## src/rtl/byte_line_packer.sv

```systemverilog
// Packs a byte-serial Avalon-ST packet stream into big-endian W-bit line words
// carrying sop/eop/empty, sustaining one byte per cycle with a single output register.
module byte_line_packer #(
  parameter int unsigned B = 8,
  parameter int unsigned W = 32
) (
  input  logic                         clk,
  input  logic                         reset,
  input  logic [B-1:0]                 in_data,
  input  logic                         in_sop,
  input  logic                         in_eop,
  input  logic                         in_valid,
  output logic                         in_ready,
  output logic [W-1:0]                 out_data,
  output logic                         out_sop,
  output logic                         out_eop,
  output logic [$clog2(W/B)-1:0]       out_empty,
  output logic                         out_valid,
  input  logic                         out_ready
);

  localparam int unsigned BpW  = W / B;
  localparam int unsigned IdxW = $clog2(BpW);

  typedef enum logic {StIdle, StPack} state_e;

  state_e            state_q, state_d;
  logic [W-1:0]      acc_q, acc_d;
  logic [IdxW-1:0]   idx_q, idx_d;
  logic              first_word_q, first_word_d;
  logic [W-1:0]      out_data_q, out_data_d;
  logic              out_sop_q, out_sop_d;
  logic              out_eop_q, out_eop_d;
  logic [IdxW-1:0]   out_empty_q, out_empty_d;
  logic              out_valid_q, out_valid_d;

  logic              byte_acc;
  logic              active;
  logic [W-1:0]      base_acc;
  logic [IdxW-1:0]   base_idx;
  logic              base_first;
  logic [W-1:0]      merged;

  assign in_ready  = !reset && (!out_valid_q || out_ready);
  assign byte_acc  = in_valid && in_ready;

  assign out_data  = out_data_q;
  assign out_sop   = out_sop_q;
  assign out_eop   = out_eop_q;
  assign out_empty = out_empty_q;
  assign out_valid = out_valid_q;

  always_comb begin
    state_d      = state_q;
    acc_d        = acc_q;
    idx_d        = idx_q;
    first_word_d = first_word_q;
    out_data_d   = out_data_q;
    out_sop_d    = out_sop_q;
    out_eop_d    = out_eop_q;
    out_empty_d  = out_empty_q;
    out_valid_d  = out_valid_q && !out_ready;

    // A sop byte always restarts from slot 0, dropping any partial word in flight.
    base_acc   = acc_q;
    base_idx   = idx_q;
    base_first = first_word_q;
    active     = (state_q == StPack);
    if (in_sop) begin
      base_acc   = '0;
      base_idx   = '0;
      base_first = 1'b1;
      active     = 1'b1;
    end

    merged = base_acc;
    for (int unsigned k = 0; k < BpW; k++) begin
      if (base_idx == IdxW'(k)) begin
        merged[W-1-B*k -: B] = in_data;
      end
    end

    if (byte_acc && active) begin
      if (base_idx == IdxW'(BpW - 1) || in_eop) begin
        out_data_d   = merged;
        out_sop_d    = base_first;
        out_eop_d    = in_eop;
        out_empty_d  = in_eop ? (IdxW'(BpW - 1) - base_idx) : '0;
        out_valid_d  = 1'b1;
        acc_d        = '0;
        idx_d        = '0;
        first_word_d = 1'b0;
        state_d      = in_eop ? StIdle : StPack;
      end else begin
        acc_d        = merged;
        idx_d        = base_idx + 1'b1;
        first_word_d = base_first;
        state_d      = StPack;
      end
    end
  end

  always_ff @(posedge clk) begin
    if (reset) begin
      state_q      <= StIdle;
      acc_q        <= '0;
      idx_q        <= '0;
      first_word_q <= 1'b0;
      out_data_q   <= '0;
      out_sop_q    <= 1'b0;
      out_eop_q    <= 1'b0;
      out_empty_q  <= '0;
      out_valid_q  <= 1'b0;
    end else begin
      state_q      <= state_d;
      acc_q        <= acc_d;
      idx_q        <= idx_d;
      first_word_q <= first_word_d;
      out_data_q   <= out_data_d;
      out_sop_q    <= out_sop_d;
      out_eop_q    <= out_eop_d;
      out_empty_q  <= out_empty_d;
      out_valid_q  <= out_valid_d;
    end
  end

endmodule

```

## config.mk

```make
export PLATFORM = sky130hd
export DESIGN_NAME = byte_line_packer
export DESIGN_NICKNAME = d
export VERILOG_FILES = /design/src/rtl/byte_line_packer.sv
export SDC_FILE = /design/constraint.sdc
export NUM_CORES = 1
export LEC_CHECK = 0
export BUFFER_PORTS_ARGS = -buffer_cell sky130_fd_sc_hd__buf_2
export CAP_MARGIN = 20
export CORE_MARGIN = 3
export CORE_UTILIZATION = 56
export CTS_CLUSTER_SIZE = 10
export DETAILED_ROUTE_END_ITERATION = 6
export PLACE_DENSITY = 0.75
export SLEW_MARGIN = 20
export SYNTH_ARGS = -nofsm -noshare
export SYNTH_HDL_FRONTEND = slang
export SYNTH_SLANG_ARGS = --single-unit
```

## constraint.sdc

```tcl
create_clock -name clk -period 1.85 [get_ports clk]
set_clock_uncertainty 0.2 [all_clocks]
set_input_delay 0.0925 -clock clk [delete_from_list [all_inputs] [get_ports clk]]
set_output_delay 0.0925 -clock clk [all_outputs]
set_load 0.02 [all_outputs]
```

* After elaboration in Yosys (flattened, before gate mapping)
Index checks and enable logic that the tools add are counted.
Widths: inputs -> output; s select.
** Operators by class
- Mux-type cells :: 16
- Reduce and logical (&&, ||, !) cells :: 11
- $add $sub $neg :: 2
- Equal/unequal tests :: 3
** Operator list (count)
- $mux 32 :: 2
- $mux 8 :: 4
- $mux 1 :: 7
- $mux 2 :: 3
- $eq 2x2->1 const B :: 2
- $logic_and 1x1->1 :: 4
- $logic_not 1->1 :: 3
- $add 2x1->2 const B :: 1
- $eq 2x1->1 const B :: 1
- $logic_not 2->1 :: 1
- $logic_or 1x1->1 :: 2
- $reduce_and 2->1 :: 1
- $sub 2x2->2 const A :: 1
** Word-level totals
- Bits of input ports :: 14
- Output and inout bits :: 38
- Logic and storage cells :: 41
- Flip-flop bits (word level) :: 73

* Longest topological paths before layout
Gate-level depths: netlist of run 1.
- Word-level depth :: 6
- Mapped depth :: 7
- Gate-level depth less buffers :: 4

* Worst setup path before layout of run 1
OpenSTA, ideal clock, no wires.
- Kind :: register to register
- Start :: register idx_q[1]
- End :: register out_data_q[7], in the netlist out_data[7]
- Arrival :: 1.392 ns
- Required time :: 1.580 ns
- Stages on the path, launching flop included :: 7
- Path buffers :: 2
- Library setup time :: 0.070 ns
- Path slack :: 0.188 ns
- Clock period less this slack :: 1.662 ns
- Cell sequence :: dfxtp_1 buf_4 and3b_4 o2111ai_4 buf_6 or3_1 a21oi_1
** On the way
- Cells in the longest elaborated chain, start to end :: 4
- Elaborated cells between the ends (all ways) :: 5
- Classes of those cells :: eq/ne: 1; mux: 2; reduce/logical: 2
** Ends and longest elaborated chain
- start: declaration :: RTL line 29 : logic [IdxW-1:0] idx_q, idx_d;
- start signal: assignment :: RTL line 117 : idx_q <= idx_d;
- $mux 2 * :: RTL line 69 : if (in_sop) begin
- $eq 2x2->1 * :: RTL line 78, 84
- $logic_or 1x1->1 :: RTL line 84 : if (base_idx == IdxW'(BpW - 1) || in_eop) begin
- $reduce_and 2->1 (no line)
- end signal: assignment :: RTL line 119 : out_data_q <= out_data_d;
- end: declaration :: RTL line 31 : logic [W-1:0] out_data_q, out_data_d;
Mark *: on every way between the ends. The rest lies on a longest branch, timed or not.
A chain may end at the register's enable or synchronous reset.

* Worst setup path in the final report of run 1
- Start :: input port out_ready
- End :: register first_word_q
** On the way
- Cells in the longest elaborated chain, start to end :: 4
** Ends and longest elaborated chain
- start: declaration :: RTL line 19 : input logic out_ready
- $logic_or 1x1->1 :: RTL line 44 : assign in_ready = !reset && (!out_valid_q || out_ready);
- $logic_and 1x1->1 :: RTL line 44
- $logic_and 1x1->1 :: RTL line 45 : assign byte_acc = in_valid && in_ready;
- $logic_and 1x1->1 :: RTL line 83 : if (byte_acc && active) begin
- end signal: assignment :: RTL line 118 : first_word_q <= first_word_d;
- end: declaration :: RTL line 30 : logic first_word_q, first_word_d;
Every way passes these cells.

==> run metrics, run 1 <==
status finished clean; placed cells 460; Flop pwr share 0.537; Post-Syn Area 0.00316 mm²; Net Switching 734 µW; Slew HR 0.570; Gate power share 0.089; largest net degree at the start of global routing 62; cells along the critical path dlygate4sd3_1, buf_2, nand2b_2, and3_2, buf_4, a21oi_1, nor3_1; switching share of power 0.246; Internal 2.25 mW; Core Area 0.00527 mm²; # nets final 420; WL/cell 15.6 µm; GP Congestion 0.781; routed wire length 7520 µm; proportion of netlist area held by the largest area contributor 0.463; Finished Cell Area 0.00373 mm²; RSZ-0062 raised after global routing false; Final Non-Filler Cells 481; vias post-DR 2,738; Worst VDD drop 0.000573 V; Mean Syn Cell Area 8.97 µm²; Yosys reg bits 73; final setup fails 0; FMAX 576 MHz; Synth Instances 352; Core Util, Final 0.708; total gr overflow 0; Leak 1.48 nW; CTS tree done; Yosys cell types 34; via-per-instance ratio 5.69; Starting Density 0.599; Die ar. 0.00658 mm²; Worst Setup Path Type primary input to flip-flop; Crit. End Element flip-flop; Reg clk slew, reported paths 0.07 ns; CTS buffer count 9; clk buf depth 2; Syn Nets 366; diode count 0; Seq/Total Area, Yosys 0.463; Synth async-reset ratio 0; HPWL Detailed 4820 µm; CTS sink cnt 73; endpoints failing hold 0; FILL cells 454; DRC 0; most common library cells after synthesis dfxtp_1, a21oi_1, nand2_1; CP Max Fanout 17; Routed Antenna Nets 0; Hold Crit Class primary input to flip-flop; CP max stage delay 0.53 ns; vias in the first global route 2,518; first-pass GRT wire length 12,000 µm; max_cap viols 0; top_reg_cell synth dfxtp_1; Ys Warns 0; Slew Viols, Final 0; Critical Path Slowest Stage Cell dlygate4sd3_1; Worst setup SP type primary input; chip height 81.1 µm; Max H-tree Level 3; DRT Pass-1 Iters 5; post-placement cell area 0.00349 mm²; Final min period 1.74 ns; clock latency on the worst-skew pair 0.33 ns; setup total negative slack 0 ns; share of layout cells above drive strength 1 0.287; Root Buffer Master clkbuf_8; width of the die 81.1 µm; Top-Level Pins 52; clock power share 0.374; Worst Tran Pin Value 0.645 ns; leading area contributor after synthesis dfxtp_1; CP arrival 1.73 ns; Cell Pwr Density 798 mW/mm²; Post-synth EDFFs 0; Area Growth Syn to Fin 18.2%; Critical Path RT 1.84 ns; num rows 26; PortBufs 51; all-layer global routing usage 0.238; ranking of synthesized cells by area dfxtp_1, a21oi_1, mux2_2; antenna violations before repair 0; period utilization 0.939; hold_ws 0.0257 ns; Detailed Route Iter0 Violations 209; most used standard cell by instance count after synthesis dfxtp_1
## final timing paths
kind	startpoint	to	slack, ns	cells past startpoint
worst min-delay path	in_data[0]	out_data[0]	0.03	4
worst min register to register	out_data[7]	out_data[7]	0.25	2
worst max register to register	idx_q[0]	out_data[4]	0.15	4
worst max-delay path	out_ready	first_word_q	0.11	7
## state kept, by name (all words and copies together), names as in the netlist
| name | cells |
|---|---|
| acc_q | 32 |
| out_empty | 2 |
| out_data | 32 |
| state_q | 1 |
| out_eop | 1 |
| first_word_q | 1 |
| idx_q | 2 |
| out_valid | 1 |
| out_sop | 1 |
## area by class of cell
type,count,area (µm²),share of cell area
clock buffers,13,159,0.0426
clock inverters,3,15.0,0.00402
inverters,1,3.75,0.00101
multi-input cells,248,1560,0.419
flip-flops and latches,73,1460,0.392
well taps,70,87.6,0.0235
repair buffers,73,440,0.118
## power by group through the flow
stage	logic (mW)	clock network (mW)	registers [mW]
2_1_floorplan	0.152	0	1.65
3_3_place_gp	0.250	0	1.64
3_5_place_dp	0.251	0	1.64
4_1_cts	0.257	1.13	1.60
5_1_grt	0.286	1.19	1.60
6_report	0.265	1.11	1.60
## worst max-delay path, delay by kind of cell
| family | cells | cell delay (ns) |
|---|---|---|
| buffers and inverters | 3 | 0.86 |
| AND/OR/NAND/NOR | 3 | 0.61 |
| AO/OA/AOI/OAI | 1 | 0.16 |
## routing by layer
layer  part of all wire  track usage  vias up
met3              0.070       0.0421        6
met4             0.0090       0.0997        0
met5                  0            0        -
li1                   -            -     1335
met1               0.45        0.315     1307
met2               0.47        0.383       90
## through the flow
stage	setup WS (ns)	total power, mW
CTS	0.0125	2.98
global route	0.0456	3.08
detailed placement	0.0563	1.89
floorplan	0.188	1.80
finish	0.112	2.98
global placement	0.0969	1.89
## cell usage in the layout (no fill, tap or decap), types with 2 or more instances in the layout
master          n
clkinv_2        3
nor2_1         22
buf_2          51
dfxtp_2         2
dlygate4sd3_1   3
o21a_1          2
and2_1         11
mux2i_1        10
nand3b_1       14
nand2b_1        2
mux2_2         22
buf_4          18
or3_1          10
clkbuf_8       11
nor2b_1         3
nor4b_1         2
nand2_1        48
dfxtp_1        71
nand4b_1       14
nand3_1        10
a21oi_1        50
clkbuf_1        2
nor3_1         11
## cell families (layout without fill, tap and decap cells)
family / Yosys count / count (layout) / share of synthesized area
and+or+nand+nor: 152 / 152 / 0.257
DFF: 73 / 73 / 0.463
AOI/OAI and AO/OA: 63 / 64 / 0.118
muxes: 32 / 32 / 0.110
buffers and inverters: 32 / 90 / 0.0515
## what timing repair did
action | in CTS | in global routing
hold buffers | 3 | 0
endpoints found under the setup margin | 0 | 61
hold endpoints to repair | 7 | 0
gates resized for setup | 0 | 7
setup buffers | 0 | 1
Power figures use the tool's default switching activity.
==> run 2: changes to the inputs <==
- GPL_ROUTABILITY_DRIVEN: not set -> 0
- REMOVE_ABC_BUFFERS: not set -> 1
==> run 2 against run 1 <==
Sequential power barely moved; global-route usage fell by 0.85 points; sequential cell count did not move; final cell count fell by 1.0%; clock-buffer cell count fell by 2; first-iteration DRC count rose by 8.6%; routed wire length fell by 4.8%; clock power rose by 32%; critical path depth fell by 2; die area did not move; largest cell class unchanged.
==> run metrics, run 2 (synthesis gave the netlist of run 1 again) <==
placed cells 459; Crit. End Element flip-flop; commonest non-fill, non-tap cell in the layout dfxtp_1; # nets final 417; pre-CTS WS 0.0310 ns; hold path startpoint in_data[2]; Slew HR 0.582; chip height 81.1 µm; Reg2Reg Depth 5; share of layout cells above drive strength 1 0.268; Top-Level Pins 52; FMAX 581 MHz; Slew Viols, Final 0; Die ar. 0.00658 mm²; CTS sink cnt 73; clock latency on the worst-skew pair 0.33 ns; antenna violations before repair 0; Routed Antenna Nets 0; Worst Tran Pin Value 0.627 ns; Leak 1.49 nW; Area Growth Syn to Fin 18.3%; max_cap viols 0; clock power share 0.442; Worst Setup Path Type flip-flop to flip-flop; diode count 0; Critical Path RT 1.92 ns; Final Worst Setup Slack 0.130 ns; vias post-DR 2,646; routed wire length 7160 µm; setup bufs post-CTS 0; DRC 0; largest net degree at the start of global routing 62; vias in the first global route 2,388; Core Util, Final 0.709; commonest non-fill, non-tap cells in the layout dfxtp_1, a21oi_1, buf_2, nand2_1; DRT Pass-1 Iters 5; via-per-instance ratio 5.56; Net Switching 719 µW; Hold Crit Class primary input to flip-flop; Finished Cell Area 0.00374 mm²; all-layer global routing usage 0.230; Worst setup SP type flip-flop; register area 0.00146 mm²; WL/cell 15.0 µm; switching share of power 0.216; post-placement cell area 0.00347 mm²; width of the die 81.1 µm; Core Area 0.00527 mm²; Detailed Route Iter0 Violations 227; Hold Path Cell Cnt 4; Worst R2R End out_data[0]; Starting Density 0.599; worst r2r src idx_q[0]; period utilization 0.930; CTS tree done; clk buf depth 2; CP Max Fanout 23; Max H-tree Level 3; Flop pwr share 0.482; Multi-input gate area 0.00154 mm²; num rows 26; Final Non-Filler Cells 476; Worst VDD drop 0.000605 V; CP arrival 1.79 ns; FF-to-FF setup slack 0.13 ns; status finished clean; Internal 2.60 mW; RSZ-0062 raised after global routing false; endpoint of the worst hold path out_data[2]; FILL cells 443; Cell Pwr Density 889 mW/mm²; Root Buffer Master clkbuf_8; Gate power share 0.076; total gr overflow 0; HPWL Detailed 4570 µm; first-pass GRT wire length 11,700 µm; Reg clk slew, reported paths 0.08 ns; CTS buffer count 9; PortBufs 51; Final min period 1.72 ns; endpoints failing hold 0; final setup fails 0
[run 2: cell types whose count changed in the layout (fill, tap and decap cells not counted), sizes merged]
cell	before	now
clkbuf	13	11
o2111ai	2	1
clkinv	4	1
buf	70	68
bufinv	0	3
[run 2: worst max-delay path by stage]
stage	startpoint	end	slack, ns
finish	idx_q[0]	out_data[0]	0.13
global route	idx_q[0]	out_data[4]	0.01
CTS	idx_q[0]	out_data[6]	0.01
detailed placement	idx_q[0]	out_data[6]	0.03
global placement	idx_q[0]	out_data[1]	0.09
floorplan	out_valid	acc_q[17]	-0.15
[run 2: area by class of cell]
class | instances | area share
Clock buffer | 11 | 0.0378
Clock inverter | 3 | 0.0241
Inverter | 1 | 0.00100
Multi-Input combinational cell | 247 | 0.411
Sequential cell | 73 | 0.391
Tap cell | 70 | 0.0234
Timing Repair Buffer | 71 | 0.111
[run 2: power by group through the flow]
stage	combinational, mW	sequential, mW	clock, mW
2_1_floorplan	0.107	1.65	0
3_3_place_gp	0.242	1.64	0
3_5_place_dp	0.244	1.64	0
4_1_cts	0.250	1.60	1.49
5_1_grt	0.272	1.60	1.56
6_report	0.252	1.60	1.47
[run 2: repair_timing]
| item | in CTS | in global routing |
|---|---|---|
| hold endpoints to repair | 6 | 0 |
| endpoints found under the setup margin | 0 | 12 |
| gates resized for setup | 0 | 3 |
| hold buffers | 3 | 0 |
[run 2: metrics by stage]
stage	total power, mW	hold WS, ns	TNS (ns)
2_1_floorplan	1.76	-0.0384	-1.72
3_3_place_gp	1.88	0.237	0
3_5_place_dp	1.88	0.243	0
4_1_cts	3.34	0.000309	0
5_1_grt	3.43	0.0306	0
6_report	3.32	0.0106	0
[run 2: routing by layer]
layer	share of wire	vias up	track usage
li1	-	1328	-
met1	0.46	1246	0.305
met2	0.48	63	0.368
met3	0.047	9	0.0443
met4	0.011	0	0.0895
met5	0	-	0
[run 2: critical path: stages (launching register included)]
cell	delay [ns]
dfxtp_2	0.39
and3b_4	0.25
o2111ai_4	0.13
buf_6	0.20
or3_1	0.34
a21oi_1	0.14
==> run 3: changes to the inputs <==
- CELL_PAD_IN_SITES_DETAIL_PLACEMENT: not set -> 0
- CELL_PAD_IN_SITES_GLOBAL_PLACEMENT: not set -> 1
- CORE_UTILIZATION: 56 -> 42
==> run 3 against run 2 <==
Clock power shrank 14%; die area grew 31%; routed wire length grew 6.9%; final area grew 4.6%; worst setup slack lost 0.032 ns; critical endpoint is now out_data[11]; sequential cell count is the same; global-route usage shrank 4.7 points; highest routed layer unchanged.
==> run metrics, run 3 (synthesis gave the netlist of run 1 again) <==
HPWL Detailed 4910 µm; Final min period 1.75 ns; chip height 92.7 µm; Critical Path Slowest Stage Cell dfxtp_1; final setup fails 0; max_cap viols 0; endpoint of the worst hold path out_valid; clk buf depth 2; status finished clean; via-per-instance ratio 5.11; Worst Setup Path Type flip-flop to flip-flop; vias in the first global route 2,566; CTS tree done; width of the die 92.7 µm; Finished Cell Area 0.00391 mm²; setup bufs post-CTS 0; Slew HR 0.555; register area 0.00146 mm²; Worst Path Buf+Inv 2; hold path startpoint out_ready; Max H-tree Level 3; routed wire length 7660 µm; WL/cell 14.8 µm; CP max stage delay 0.34 ns; Top-Level Pins 52; DRC 0; commonest non-fill, non-tap cell in the layout dfxtp_1; FILL cells 699; all-layer global routing usage 0.182; CP top delay family compound AO/OA/AOI/OAI gates; diode count 0; share of layout cells above drive strength 1 0.286; num rows 30; Cell Pwr Density 807 mW/mm²; Leak 1.54 nW; RSZ-0062 raised after global routing false; Detailed Route Iter0 Violations 172; worst r2r src idx_q[0]; endpoints failing hold 0; Reg2Reg Depth 6; Multi-input gate area 0.00157 mm²; DRT Pass-1 Iters 4; hold_ws 0.0696 ns; CP arrival 1.82 ns; Worst VDD drop 0.000353 V; Worst setup SP type flip-flop; Crit. End Element flip-flop; CTS buffer count 9; FMAX 571 MHz; Area Growth Syn to Fin 23.8%; clock latency on the worst-skew pair 0.34 ns; Critical Path RT 1.91 ns; commonest non-fill, non-tap cells in the layout dfxtp_1, buf_2, a21oi_1, nand2_1, buf_4; PortBufs 51; CP Max Fanout 16; CTS sink cnt 73; largest net degree at the start of global routing 62; post-placement cell area 0.00357 mm²; Routed Antenna Nets 0; antenna violations before repair 0; total gr overflow 0; # nets final 432; Starting Density 0.448; Root Buffer Master clkbuf_8; Worst Tran Pin Value 0.667 ns; first-pass GRT wire length 12,500 µm; Worst R2R End out_data[11]; FF-to-FF setup slack 0.1 ns; period utilization 0.947; Hold Path Cell Cnt 4; Reg clk slew, reported paths 0.08 ns; Slew Viols, Final 0; Core Area 0.00706 mm²; vias post-DR 2,652; Die ar. 0.00860 mm²; cells along the critical path and3b_4, buf_4, o2111a_1, buf_12, nand3b_1, a21oi_1; Hold Crit Class primary input to flip-flop; Levels on crit path 6
run 3: how the worst max path moves through the flow:
stage                        end      start
floorplan              acc_q[17]  out_valid
global placement    out_data[16]   idx_q[0]
detailed placement  out_data[29]   idx_q[0]
CTS                 out_data[28]   idx_q[0]
global route        out_data[28]   idx_q[0]
finish              out_data[11]   idx_q[0]
run 3: area by class of cell:
| class | instances | area share |
|---|---|---|
| flip-flops and latches | 73 | 0.374 |
| repair buffers | 85 | 0.140 |
| clock buffers | 12 | 0.0397 |
| well taps | 96 | 0.0307 |
| inverters | 1 | 0.000960 |
| multi-input cells | 248 | 0.401 |
| clock inverters | 4 | 0.0131 |
run 3: routing by layer:
metal	GRT usage	routed length, µm
met2	0.303	3550
met5	0	0
met4	0.0513	70
met1	0.231	3690
met3	0.0528	352
run 3: through the flow:
stage / setup WS, ns / power, mW / util / TNS [ns] / cells
after floorplan: -0.147 / 1.76 / - / -1.72 / 321
after global placement: 0.0460 / 1.89 / 0.505 / 0 / 492
after detailed placement: 0.0193 / 1.89 / 0.505 / 0 / 492
after CTS: 0.000934 / 3.20 / 0.548 / 0 / 517
after global routing: 0.0128 / 3.29 / 0.554 / 0 / 519
final: 0.0981 / 3.15 / 0.554 / 0 / 519
run 3: worst reg2reg max path, delay by kind of cell, from the launching register on:
family / cells / cell delay (ns)
AOI/OAI and AO/OA: 2 / 0.44
and+or+nand+nor: 2 / 0.37
DFF: 1 / 0.34
buffers and inverters: 2 / 0.31
run 3: what timing repair did:
item / CTS / global route
endpoints found under the setup margin: 0 / 36
hold buffers: 9 / 1
gates resized for setup: 0 / 5
endpoints found under the hold margin: 11 / 1
run 3: power breakdown:
group          switching (mW)  internal, mW  total (mW)
Clock                   0.575         0.697        1.27
Sequential            0.00911          1.59        1.60
Combinational           0.169         0.113       0.283
Total                   0.754          2.40        3.15
